===== src/rtl/symbol_stream_pkg.sv =====
// Shared types and elaboration helpers for the symbol stream source.
package symbol_stream_pkg;

  typedef enum logic [1:0] {
    IDLE = 2'd0,
    RUN  = 2'd1,
    FIN  = 2'd2
  } state_t;

  function automatic int unsigned syms_per_word(input int unsigned word_w,
                                                input int unsigned sym_w);
    return word_w / sym_w;
  endfunction

  // Word must split evenly into symbols, pacing must be at least one cycle,
  // and the FIFO depth must be a power of two for the wrap-bit pointers.
  function automatic bit params_ok(input int unsigned word_w,
                                   input int unsigned sym_w,
                                   input int unsigned rate,
                                   input int unsigned depth);
    return (sym_w != 0) && ((word_w % sym_w) == 0) && (rate >= 1) &&
           (depth >= 2) && ((depth & (depth - 1)) == 0);
  endfunction

endpackage


===== src/rtl/sync_fifo.sv =====
// Single-clock FIFO with registered storage; full/empty come from pointers with a wrap bit.
module sync_fifo #(
  parameter int unsigned WIDTH = 8,
  parameter int unsigned DEPTH = 4
) (
  input  logic             CLK,
  input  logic             RST,
  input  logic             wr_en,
  input  logic [WIDTH-1:0] wr_data,
  input  logic             rd_en,
  output logic [WIDTH-1:0] rd_data_c,
  output logic             full_c,
  output logic             empty_c
);

  localparam int unsigned AW = $clog2(DEPTH);
  localparam int unsigned PW = AW + 1;

  logic [WIDTH-1:0] mem_q [DEPTH];
  logic [PW-1:0]    wr_ptr_q;
  logic [PW-1:0]    rd_ptr_q;

  assign empty_c   = (wr_ptr_q == rd_ptr_q);
  assign full_c    = (wr_ptr_q[AW] != rd_ptr_q[AW]) &&
                     (wr_ptr_q[AW-1:0] == rd_ptr_q[AW-1:0]);
  assign rd_data_c = mem_q[rd_ptr_q[AW-1:0]];

  always_ff @(posedge CLK or posedge RST) begin
    if (RST) begin
      wr_ptr_q <= '0;
      rd_ptr_q <= '0;
    end else begin
      if (wr_en && !full_c) wr_ptr_q <= wr_ptr_q + PW'(1);
      if (rd_en && !empty_c) rd_ptr_q <= rd_ptr_q + PW'(1);
    end
  end

  always_ff @(posedge CLK) begin
    if (wr_en && !full_c) mem_q[wr_ptr_q[AW-1:0]] <= wr_data;
  end

endmodule


===== src/rtl/symbol_stream_src.sv =====
// Paced MSB-first symbol source fed from a word FIFO, with run length and completion pulse.
// Optional stall counter output enabled by defining SYM_STREAM_STATS_EN.
module symbol_stream_src
  import symbol_stream_pkg::*;
#(
  parameter int unsigned SYM_W  = 2,
  parameter int unsigned WORD_W = 32,
  parameter int unsigned DEPTH  = 8,
  parameter int unsigned RATE   = 2,
  parameter int unsigned CNT_W  = 16
) (
  input  logic              CLK,
  input  logic              RST,
  input  logic              start,
  input  logic [CNT_W-1:0]  seq_len,
  input  logic              wr_valid,
  input  logic [WORD_W-1:0] wr_data,
  output logic              wr_ready,
  output logic              sym_valid,
  input  logic              sym_ready,
  output logic [SYM_W-1:0]  symbol,
  output logic              sym_last,
  output logic              busy,
  output logic              done,
  output logic [CNT_W-1:0]  sym_count
`ifdef SYM_STREAM_STATS_EN
  ,
  output logic [CNT_W-1:0]  stall_cnt
`endif
);

  localparam int unsigned SPW    = syms_per_word(WORD_W, SYM_W);
  localparam int unsigned SC_W   = $clog2(SPW + 1);
  localparam int unsigned PACE_W = (RATE > 1) ? $clog2(RATE) : 1;

  if (!params_ok(WORD_W, SYM_W, RATE, DEPTH)) begin : g_param_check
    $error("symbol_stream_src: invalid SYM_W/WORD_W/RATE/DEPTH combination");
  end

  state_t            state_q, state_d;
  logic [WORD_W-1:0] sh_word_q;
  logic [SC_W-1:0]   sh_cnt_q;
  logic [PACE_W-1:0] pace_q;
  logic [CNT_W-1:0]  seq_len_q;
  logic [CNT_W-1:0]  sym_count_q;

  logic              fifo_full_c;
  logic              fifo_empty_c;
  logic [WORD_W-1:0] fifo_data_c;
  logic              wr_en_c;
  logic              accept_c;
  logic              start_c;
  logic              final_c;
  logic              load_c;
  logic              at_last_c;

  sync_fifo #(
    .WIDTH (WORD_W),
    .DEPTH (DEPTH)
  ) u_fifo (
    .CLK       (CLK),
    .RST       (RST),
    .wr_en     (wr_en_c),
    .wr_data   (wr_data),
    .rd_en     (load_c),
    .rd_data_c (fifo_data_c),
    .full_c    (fifo_full_c),
    .empty_c   (fifo_empty_c)
  );

  assign wr_ready  = !fifo_full_c;
  assign wr_en_c   = wr_valid && !fifo_full_c;
  assign at_last_c = (sym_count_q == seq_len_q - CNT_W'(1));
  assign sym_valid = (state_q == RUN) && (sh_cnt_q != '0) && (pace_q == '0);
  assign symbol    = sym_valid ? sh_word_q[WORD_W-1 -: SYM_W] : '0;
  assign sym_last  = sym_valid && at_last_c;
  assign busy      = (state_q == RUN);
  assign done      = (state_q == FIN);
  assign sym_count = sym_count_q;

  // Next state plus the per-cycle strobes; the final accept never refills the shifter
  // so the following word stays in the FIFO for the next run.
  always_comb begin
    state_d  = state_q;
    start_c  = 1'b0;
    final_c  = 1'b0;
    load_c   = 1'b0;
    accept_c = sym_valid && sym_ready;
    case (state_q)
      IDLE: begin
        if (start) begin
          start_c = 1'b1;
          state_d = (seq_len == '0) ? FIN : RUN;
        end
      end
      RUN: begin
        if (accept_c && at_last_c) begin
          final_c = 1'b1;
          state_d = FIN;
        end
        if (!fifo_empty_c && !final_c &&
            ((sh_cnt_q == '0) || (accept_c && (sh_cnt_q == SC_W'(1))))) begin
          load_c = 1'b1;
        end
      end
      FIN:     state_d = IDLE;
      default: state_d = IDLE;
    endcase
  end

  always_ff @(posedge CLK or posedge RST) begin
    if (RST) state_q <= IDLE;
    else     state_q <= state_d;
  end

  always_ff @(posedge CLK or posedge RST) begin
    if (RST) begin
      seq_len_q   <= '0;
      sym_count_q <= '0;
    end else if (start_c) begin
      seq_len_q   <= seq_len;
      sym_count_q <= '0;
    end else if (accept_c) begin
      sym_count_q <= sym_count_q + CNT_W'(1);
    end
  end

  always_ff @(posedge CLK or posedge RST) begin
    if (RST)                pace_q <= '0;
    else if (accept_c)      pace_q <= PACE_W'(RATE - 1);
    else if (pace_q != '0)  pace_q <= pace_q - PACE_W'(1);
  end

  always_ff @(posedge CLK or posedge RST) begin
    if (RST) begin
      sh_word_q <= '0;
      sh_cnt_q  <= '0;
    end else if (load_c) begin
      sh_word_q <= fifo_data_c;
      sh_cnt_q  <= SC_W'(SPW);
    end else if (final_c) begin
      sh_cnt_q  <= '0;
    end else if (accept_c) begin
      sh_word_q <= sh_word_q << SYM_W;
      sh_cnt_q  <= sh_cnt_q - SC_W'(1);
    end
  end

`ifdef SYM_STREAM_STATS_EN
  logic [CNT_W-1:0] stall_q;
  logic             stall_c;

  assign stall_c   = (state_q == RUN) &&
                     (((pace_q == '0) && (sh_cnt_q == '0)) || (sym_valid && !sym_ready));
  assign stall_cnt = stall_q;

  always_ff @(posedge CLK or posedge RST) begin
    if (RST)                          stall_q <= '0;
    else if (start_c)                 stall_q <= '0;
    else if (stall_c && stall_q != '1) stall_q <= stall_q + CNT_W'(1);
  end
`endif

endmodule


===== config.mk =====
export PLATFORM = sky130hd
export DESIGN_NAME = symbol_stream_src
export DESIGN_NICKNAME = d
export VERILOG_FILES = /design/src/rtl/symbol_stream_pkg.sv /design/src/rtl/sync_fifo.sv /design/src/rtl/symbol_stream_src.sv
export SDC_FILE = /design/constraint.sdc
export NUM_CORES = 1
export LEC_CHECK = 0
export ABC_AREA = 1
export CAP_MARGIN = 25
export CORE_MARGIN = 5
export CORE_UTILIZATION = 55
export DETAILED_ROUTE_END_ITERATION = 16
export PLACE_DENSITY_LB_ADDON = 0.08
export SYNTH_ARGS = -nofsm -noshare
export SYNTH_HDL_FRONTEND = slang
export SYNTH_HIERARCHICAL = 1
export SYNTH_SLANG_ARGS = --single-unit
export TNS_END_PERCENT = 100

===== constraint.sdc =====
create_clock -name CLK -period 5.05 [get_ports CLK]
set_input_delay 0.7575 -clock CLK [delete_from_list [all_inputs] [get_ports CLK]]
set_output_delay 0.7575 -clock CLK [all_outputs]
set_load 0.01 [all_outputs]

==> results.cfg <==
[power]
p_comb_share_pct = 33.2
ir_drop_v = 0.000366
power.leakage_nw = 6.83
seqPwrFrac_pct = 39.4
switching_share_pct = 36.5
netSwitchingPower_mw = 3.55
internal_power_mw = 6.17
clock_power_share_pct = 27.4
power.density_nw_per_um2 = 566

[route]
first_iter_violations = 787
routed_wl_um = 34100
drt-pass1-iter-count = 6
avgViaCountPerCell = 5.56
wl_per_cell_um = 18.2
antenna_left = 0
drc = 0
via_count = 10400

[worst_setup_path]
end_kind = output pin
ff2ff_setup_slack_ns = 1.69
criticalPathCategory = register to output pin
timing.rr.start = state_q[1]
cp_data_required_time_ns = 4.29
r2r-end = sh_word_q[11]
reg2reg_depth = 11
arrival_ns = 3.01
crit_fanout = 5
crit_path_start_kind = register

[yosys]
yosysSeqAreaShare_pct = 64.6
synth_area_per_cell_um2 = 10.4
synthDominantCellAreaShare_pct = 51.2
async_flop_share_pct = 23.8
yosys-top-cells-area = edfxtp_1 (51%), dfrtp_1 (13%), nand2_1 (9.7%)
synth-main-ff-cell = edfxtp_1
synthesis.nets = 1497
ys_warn_count = 6
yosysTopAreaCell = edfxtp_1
synthCells = 1438
ys_types = 44
synth_edf_count = 256
ys_seq_elements = 336
synth_area_um2 = 15000

[grt]
grtUsageMet3_pct = 3.63
grt_usage_pct = 21.9
antenna_found_initial = 0
grt_max_degree = 75
grt_use_met2_pct = 35.9
grt-busiest-layer = met2
grt_pass1_wl_um = 53700
use_met1_pct = 31.0
grt_overflow = 0
grt_pass1_vias = 9950

[floorplan]
rows = 60
die_area_um2 = 30700
ioPinCount = 76
coreArea_um2 = 26900
start_util_pct = 55.8
die_x_um = 175
fp.dieH_um = 175

[clock_network]
clk_pin_slew_ns = 0.05
post_cts_resized = 0
post_cts_buffers = 0
cts_buffers = 37
clk_latency_ns = 0.53
cts.htree.levels = 2
cts_hold_buf = 0
cts_sinks = 336
clock_path_buffers = 3
cts_tree = built
cts-root-buf = clkbuf_16

[sta]
worst_pin_slew_ns = 0.977
finalCritPeriodShare_pct = 74.6
clock_skew_ns = 0.0202
relSlewSlack_pct = 34.7
fmax_ghz = 0.266
timing.final.crit_period_ns = 3.77
setup_tns_ns = 0
grt_setup_unrepaired = no
setup_viol = 0
hold_viol = 0
drv_slew = 0

[hold_path]
hold-path-endpoint = sh_word_q[23]
hold_depth = 2
hold_start = sh_word_q[23]
hp-class = register to register

[placement]
routabilityCongestion = 0.827
numPortBuffers = 75
dpl.hpwl_um = 20100
placed_cells_incl_taps = 1804

[final_layout]
fin_cells = 1872
area_growth_syn_to_layout_pct = 14.3
drive_above_1_share_pct = 9.34
fin_nets = 1561
num_antenna_cells = 0

[run_status]
outcome = finished clean

[run]
cap_violations = 0
[routing by layer]
metal | part of all wire, % | vias up | routed length (um)
li1 | - | 5057 | -
met5 | 0 | - | 0
met3 | 6.1 | 43 | 2070
met4 | 1.8 | 0 | 613
met2 | 48 | 278 | 16300
met1 | 44 | 5034 | 15100
[worst max-delay path, cell delays in order, from the launching register on]
cell	delay (ns)
dfrtp_1	0.44
inv_2	0.10
ha_1	0.19
nand2_1	0.15
nor2_2	0.23
nand2_1	0.07
nand2_1	0.09
nand2_1	0.06
nor4_1	0.28
nand2_1	0.14
nor2_1	0.17
clkdlybuf4s50_1	0.57
[sequential cells by signal, indices dropped and copies added (netlist names)]
register	count
pace_q	1
seq_len_q	16
u_fifo/rd_ptr_q	4
state_q	2
sh_word_q	32
sym_count	16
u_fifo/mem_q	256
sh_cnt_q	5
u_fifo/wr_ptr_q	4
[per-stage QoR]
stage	setup WS, ns	total power, mW	instance area (um2)	utilization, %	hold WS, ns
6_report	1.28	9.71	17200	63.8	0.476
4_1_cts	1.28	9.78	17200	63.8	0.481
3_3_place_gp	1.62	7.05	15900	59.3	0.462
2_1_floorplan	1.84	6.29	15000	-	0.442
3_5_place_dp	1.55	7.11	15900	59.3	0.466
5_1_grt	0.960	10.3	17200	63.8	0.501
[synthesized netlist by cell type, types with 2 or more instances]
master	count
a21oi_1	13
and2_1	2
and3_1	2
buf_1	5
buf_2	19
buf_4	6
buf_6	19
clkbuf_1	24
dfrtp_1	80
edfxtp_1	256
ha_1	6
inv_1	71
inv_2	9
nand2_1	389
nand2_2	5
nand2_4	2
nand3_1	31
nand3_2	5
nand3b_1	5
nand4_1	37
nor2_1	172
nor2_2	11
nor2_4	3
nor3_1	7
nor4_1	4
o21ai_0	109
o21ai_1	30
o21ai_2	20
o22ai_1	64
xnor2_1	7
xor2_1	12
[worst max path at each step]
stage / start / to / slack (ns) / cells after the start
floorplan: u_fifo/rd_ptr_q[0] / u_fifo/mem_q[2][0] / 1.84 / 9
global placement: sym_ready / sh_word_q[2] / 1.62 / 11
detailed placement: sym_ready / sh_word_q[11] / 1.55 / 11
CTS: seq_len_q[0] / sym_last / 1.28 / 11
global route: seq_len_q[0] / sym_last / 0.96 / 11
finish: seq_len_q[0] / sym_last / 1.28 / 11
[cells by family after synthesis]
family	synth area share (%)
AOI/OAI and AO/OA	9.27
xor gates and xnor gates	1.11
adders and majority gates	0.500
and+or+nand+nor	19.3
buffers and inverters	5.26
DFF	64.6
[final cells by class]
| cell class | count | area [um2] |
|---|---|---|
| Timing Repair Buffer | 99 | 931 |
| Clock inverter | 20 | 215 |
| Sequential cell | 336 | 9690 |
| Clock buffer | 48 | 998 |
| Fill cell | 2159 | 9720 |
| Inverter | 81 | 307 |
| Tap cell | 341 | 427 |
| Multi-Input combinational cell | 947 | 4580 |
[layout by cell type, fill, tap and decap left out, drive strengths merged]
| cell | n |
|---|---|
| bufinv | 4 |
| nand3 | 37 |
| xnor2 | 7 |
| clkinv | 14 |
| dfrtp | 80 |
| nand2 | 396 |
| o31ai | 1 |
| nand3b | 5 |
| nor3 | 8 |
| a211oi | 1 |
| nor3b | 1 |
| o21bai | 1 |
| and2 | 2 |
| o21a | 1 |
| and3 | 2 |
| clkbuf | 48 |
| inv | 82 |
| clkinvlp | 1 |
| a221oi | 1 |
| xor2 | 12 |
| buf | 24 |
| nor2 | 187 |
| edfxtp | 256 |
| nand4 | 38 |
| o22ai | 64 |
| clkdlybuf4s50 | 75 |
| o21ai | 159 |
| a21oi | 14 |
| ha | 6 |
| nor4 | 4 |
[power groups by stage]
stage	clock network (mW)	registers [mW]	logic [mW]
5_1_grt	2.82	3.88	3.64
3_3_place_gp	0	3.87	3.18
4_1_cts	2.70	3.83	3.24
2_1_floorplan	0	3.81	2.48
6_report	2.66	3.83	3.22
3_5_place_dp	0	3.88	3.23
Note: power is estimated with default switching activity, not from simulation.
